==> src/rtl/color_led_array.sv <==
// color_led_array: N-channel colour-result display. Each channel captures a
// 16-bit R/G/B result on the rising edge of its ready level, scales it to a PWM
// duty, and drives one RGB LED with period-aligned duty updates and a shared
// brightness dimmer that lights only a fraction of PWM periods.
// Optional build macro GAMMA_CORRECT_EN: square-law duty mapping at capture.
module color_led_array #(
  parameter int CHANNELS = 2,
  parameter int DATA_W   = 16,
  parameter int PWM_W    = 8,
  parameter int BRIGHT_W = 3
) (
  input  logic                       clk,
  input  logic                       nrst,
  input  logic [CHANNELS*DATA_W-1:0] red_in,
  input  logic [CHANNELS*DATA_W-1:0] green_in,
  input  logic [CHANNELS*DATA_W-1:0] blue_in,
  input  logic [CHANNELS-1:0]        ready,
  input  logic                       freeze,
  input  logic [BRIGHT_W-1:0]        brightness,
  output logic [CHANNELS-1:0]        led_r,
  output logic [CHANNELS-1:0]        led_g,
  output logic [CHANNELS-1:0]        led_b,
  output logic                       sync,
  output logic [CHANNELS-1:0]        updated
);

  logic [CHANNELS-1:0] ready_q;
  logic [CHANNELS-1:0] cap;
  logic [CHANNELS-1:0] raw_r;
  logic [CHANNELS-1:0] raw_g;
  logic [CHANNELS-1:0] raw_b;
  logic [PWM_W-1:0]    cnt;
  logic [BRIGHT_W-1:0] dim_cnt;
  logic [BRIGHT_W-1:0] bright_q;
  logic                gate;
  logic                unused_lsbs;

  // Only the top PWM_W bits of each component reach the duty path.
  assign unused_lsbs = ^{red_in, green_in, blue_in};

  // Component to duty: truncate to the top PWM_W bits, optionally square-law.
  function automatic logic [PWM_W-1:0] to_duty(input logic [DATA_W-1:0] x);
    logic [PWM_W-1:0] c;
`ifdef GAMMA_CORRECT_EN
    logic [2*PWM_W-1:0] sq;
`endif
    c = x[DATA_W-1 -: PWM_W];
`ifdef GAMMA_CORRECT_EN
    sq = {{PWM_W{1'b0}}, c} * {{PWM_W{1'b0}}, c};
    return sq[2*PWM_W-1 -: PWM_W];
`else
    return c;
`endif
  endfunction

  // A frozen edge is dropped outright; ready_q still tracks so it is not replayed.
  assign cap  = ready & ~ready_q & {CHANNELS{~freeze}};
  assign sync = (cnt == {PWM_W{1'b1}});
  assign gate = (dim_cnt < bright_q);

  // Free-running PWM counter; dimmer state advances once per period.
  always_ff @(posedge clk or negedge nrst) begin
    if (!nrst) begin
      cnt      <= '0;
      dim_cnt  <= '0;
      bright_q <= '0;
    end else begin
      cnt <= cnt + 1'b1;
      if (sync) begin
        dim_cnt  <= dim_cnt + 1'b1;
        bright_q <= brightness;
      end
    end
  end

  // Ready history, capture pulses and registered LED drive.
  always_ff @(posedge clk or negedge nrst) begin
    if (!nrst) begin
      ready_q <= '0;
      updated <= '0;
      led_r   <= '0;
      led_g   <= '0;
      led_b   <= '0;
    end else begin
      ready_q <= ready;
      updated <= cap;
      led_r   <= raw_r & {CHANNELS{gate}};
      led_g   <= raw_g & {CHANNELS{gate}};
      led_b   <= raw_b & {CHANNELS{gate}};
    end
  end

  for (genvar i = 0; i < CHANNELS; i++) begin : g_ch
    logic [PWM_W-1:0] shadow_r;
    logic [PWM_W-1:0] shadow_g;
    logic [PWM_W-1:0] shadow_b;
    logic [PWM_W-1:0] active_r;
    logic [PWM_W-1:0] active_g;
    logic [PWM_W-1:0] active_b;

    // Shadow duties take a new result on each qualified ready edge.
    always_ff @(posedge clk or negedge nrst) begin
      if (!nrst) begin
        shadow_r <= '0;
        shadow_g <= '0;
        shadow_b <= '0;
      end else if (cap[i]) begin
        shadow_r <= to_duty(red_in[i*DATA_W +: DATA_W]);
        shadow_g <= to_duty(green_in[i*DATA_W +: DATA_W]);
        shadow_b <= to_duty(blue_in[i*DATA_W +: DATA_W]);
      end
    end

    // Active duties change only at the period boundary so no pulse is clipped;
    // a capture coinciding with sync lands one period later.
    always_ff @(posedge clk or negedge nrst) begin
      if (!nrst) begin
        active_r <= '0;
        active_g <= '0;
        active_b <= '0;
      end else if (sync) begin
        active_r <= shadow_r;
        active_g <= shadow_g;
        active_b <= shadow_b;
      end
    end

    assign raw_r[i] = (cnt < active_r);
    assign raw_g[i] = (cnt < active_g);
    assign raw_b[i] = (cnt < active_b);
  end

endmodule

==> config.mk <==
export PLATFORM = sky130hd
export DESIGN_NAME = color_led_array
export DESIGN_NICKNAME = d
export VERILOG_FILES = /design/src/rtl/color_led_array.sv
export SDC_FILE = /design/constraint.sdc
export NUM_CORES = 1
export LEC_CHECK = 0
export ABC_AREA = 1
export BUFFER_PORTS_ARGS = -buffer_cell sky130_fd_sc_hd__buf_2
export CORE_MARGIN = 2
export CORE_UTILIZATION = 40
export DETAILED_ROUTE_END_ITERATION = 12
export GPL_ROUTABILITY_DRIVEN = 1
export GPL_TIMING_DRIVEN = 1
export MAX_ROUTING_LAYER = met4
export PLACE_DENSITY = 0.72
export SLEW_MARGIN = 40
export SYNTH_ARGS = -nofsm -noshare
export SYNTH_HDL_FRONTEND = slang
export SYNTH_SLANG_ARGS = --single-unit
==> constraint.sdc <==
create_clock -name clk -period 3.53 [get_ports clk]
set_input_delay 0.5295 -clock clk [delete_from_list [all_inputs] [get_ports clk]]
set_output_delay 0.5295 -clock clk [all_outputs]
set_load 0.02 [all_outputs]
Yosys cells after proc, flatten, opt, wreduce, memory -nomap -nowiden
Cells that the tools add are included.
- input port bits: 104
- bits in registers: 120
- output and inout bits: 9
- add/sub/neg operators: 2
- $lt $le $gt $ge: 7
- bitwise operators: 7
- equal/unequal tests: 1
- operator list (operator ; number):
    $lt A8 B8 Y1 ; 6
    $and A2 B2 Y2 ; 5
    $add A8 B1 Y8 const B ; 1
    $eq A8 B8 Y1 const B ; 1
    $add A3 B1 Y3 const B ; 1
    $lt A3 B3 Y1 ; 1
    $not A2 Y2 ; 1
    $not A1 Y1 ; 1

Logic depth before layout (Yosys ltp)
- word-level depth: 3
- gate-level depth with buffers: 8
- mapped depth without buffers: 7

Least setup slack after synthesis
Ideal clock, no wire load.
- kind: reg-to-output
- from: reg cnt[1]
- to: out sync
- slack: 1.729 ns
- arrival time: 1.271 ns
- cell stages (with the launch flop): 7
- required time: 3.000 ns
- path through: dfrtp_1 ha_1 nand2_2 nor2_4 nand4_4 inv_2 buf_4
- cells in the longest elaborated chain, start to end: 1
- RTL lines (element ; line ; source):
    start, declared ; 32 ; logic [PWM_W-1:0] cnt;
    start signal, assigned ; 68 ; cnt <= cnt + 1'b1;
    $eq A8 B8 Y1 ; 58 ; assign sync = (cnt == {PWM_W{1'b1}});
    end, declared ; 23 ; output logic sync,
No other way between the ends.

Worst setup path in the final report
Ends and elaborated chain as after synthesis.

==> out/summary.txt <==
Buf+Inv Stages, Crit Path = 2
Die Y = 124 µm
Unrepaired setup endpoints after global routing = no
RD Place Congestion = 0.806
Reg clk slew, reported paths = 0.05 ns
Worst hold path type = in2async
Pins Over Slew Limit = 0
Residual DRC = 0
Psw = 742 µW
Final setup vio count = 0
Synth top area share = 0.523
Syn Inst Count = 653
Post-synth top area cell = dfrtp_1
Crit path max-delay family = buffers and inverters
CTS root buffer = clkbuf_16
Number of enable flip-flop cells after synthesis = 0
Register share of total power = 0.405
Fin crit period = 2.82 ns
Largest buffer count on any clock path = 2
GRT Util Overall = 0.169
Pin count of the biggest net entering global routing = 86
Sequential area share after synthesis = 0.523
Worst-path cell chain = ha_1, nand2_2, nor2_4, nand4_4, inv_2, buf_2
Final Hold Fails = 0
Setup Fix Bufs, Post-CTS = 0
Layout Utilization = 0.494
Worst-margin pin slew = 0.754 ns
Post-CTS Resized = 0
Netlist area before placement = 5740 µm²
Post-synth cell types = 21
Met2 Use GR = 0.281
ANT nets after route = 0
PnR Total Power = 3.71 mW
DRT Pass-1 Iters = 4
Global-route wire length before repair = 19,000 µm
Fmax = 354 MHz
Synth top area cells = dfrtp_1 52%, nand2_1 17%, ha_1 10%
Arr. time, crit path = 2.29 ns
Register bit total from synthesis = 120
Htree depth = 4
Yosys warning count = 0
Initial Util = 0.412
Peak supply drop = 0.310 mV
Status = completed
Insertion delay to the later sink of the worst-skew pair = 0.41 ns
Syn Area/Cell = 8.79 µm²
WL/cell = 12.2 µm
Core Rows = 43
Asr flop ratio synth = 1.00
CTS tree = done
Fin Clk Skew = 0.00797 ns
Setup crit end kind = output pin
DP Wirelength = 7090 µm
M1 GR Usage = 0.197
Core footprint = 13,900 µm²
Power Internal = 2.96 mW
CP max FO = 25
Setup TNS = 0 ns
Clock share of power = 0.546
Initial DRC count = 212
Final WL = 11,100 µm
DR vias = 4,123
Kind of critical path = reg2out
Grt peak-use layer = met2
Synth Flop Type = dfrtp_1
Hold_buf cts = 0
Net Sw Frac = 0.200
Slew headroom = 0.494
CTS Buf Count = 17
Pwr per Cell Area = 539 nW/µm²
Worst path max stage delay = 0.62 ns
Global Route met3 Usage = 0.0453
IO Count = 113
Layout cell share with drive strength beyond 1 = 0.166
Combinational power share = 0.049
Die Area = 15,300 µm²
DP Worst Slack = 1.10 ns
Post-synthesis net count = 803
IO buf count = 64
Number of global-route vias before repair = 4,189
Required @ worst endpoint = 3.00 ns
ANT cells = 0
Total grt overflow = 0
P&R area growth vs syn = 19.9%
Via density per instance = 4.53
Worst path slowest cell = dfrtp_1
Crit path launch type = flop
Leakage = 3.68 nW
DIE WIDTH = 124 µm
Final period utilization = 0.799
TritonCTS Sinks = 120
Final nets = 869
Maxcap violations = 0
Most frequent cell after synthesis = nand2_1
Final setup margin = 0.708 ns
Initial antenna violation count = 0
Top post-synthesis cells by count = 255 x nand2_1, 120 x dfrtp_1, 98 x inv_1
layer usage:
metal,part of all wire,vias to the layer above
li1,-,2125
met1,0.46,1934
met2,0.49,49
met3,0.039,15
met4,0.012,0
met5,0,-
cells in the final DEF, fill, tap and decap left out, types with 2 or more instances in the layout:
master	count
nor2_1	16
ha_1	46
a21o_1	7
xnor2_1	2
dfrtp_1	120
xor2_1	6
buf_4	3
clkbuf_16	17
o21ai_0	28
a21oi_1	19
o21ai_1	10
clkbuf_8	6
o21ai_2	19
buf_2	63
nand2_1	255
nand3_1	2
bufinv_16	6
inv_1	97
worst paths after layout:
kind	cells past startpoint	from	endpoint	slack [ns]
worst min register to register	2	g_ch[1].shadow_g[0]	g_ch[1].active_g[0]	0.46
worst max-delay path	6	cnt[1]	sync	0.71
min in group clk	1	ready[1]	ready_q[1]	0.24
worst max register to register	6	cnt[1]	dim_cnt[0]	1.55
worst min-delay path	1	nrst	g_ch[0].shadow_g[1]	0.08
max in group asynchronous	2	nrst	g_ch[1].active_r[7]	2.65
cells by family after synthesis:
| group | synth area share |
|---|---|
| compound gates | 0.0878 |
| xor+xnor | 0.0122 |
| fa+ha+maj | 0.100 |
| buf+inv | 0.0911 |
| flops | 0.523 |
| simple gates | 0.186 |
metrics by stage:
stage	cells	hold WS [ns]	area [µm²]
after floorplan	653	0.234	5740
after global placement	880	0.448	6180
after detailed placement	880	0.456	6180
after CTS	911	0.0861	6880
after global routing	911	0.106	6880
final	911	0.0751	6880
state kept, by name, summed over array words and instances (netlist names), 3 cells and up:
name and flops:
g_ch.active_b 16, bright_q 3, g_ch.shadow_b 16, cnt 8
g_ch.active_g 16, g_ch.shadow_g 16, dim_cnt 3, g_ch.shadow_r 16
g_ch.active_r 16
power groups by stage:
| stage | Combinational, mW | Clock, mW | Sequential [mW] |
|---|---|---|---|
| 6_report | 0.181 | 2.03 | 1.50 |
| 5_1_grt | 0.214 | 2.12 | 1.51 |
| 3_3_place_gp | 0.180 | 0 | 1.52 |
| 2_1_floorplan | 0.0976 | 0 | 1.52 |
| 4_1_cts | 0.187 | 2.06 | 1.50 |
| 3_5_place_dp | 0.184 | 0 | 1.52 |
layout make-up:
type | count | area, µm²
Multi-Input combinational cell | 413 | 2220
Timing Repair Buffer | 68 | 369
Fill cell | 1326 | 7050
Clock buffer | 24 | 512
Tap cell | 180 | 225
Sequential cell | 120 | 3000
Clock inverter | 7 | 185
Inverter | 99 | 372
(Power assumes the default switching activity.)
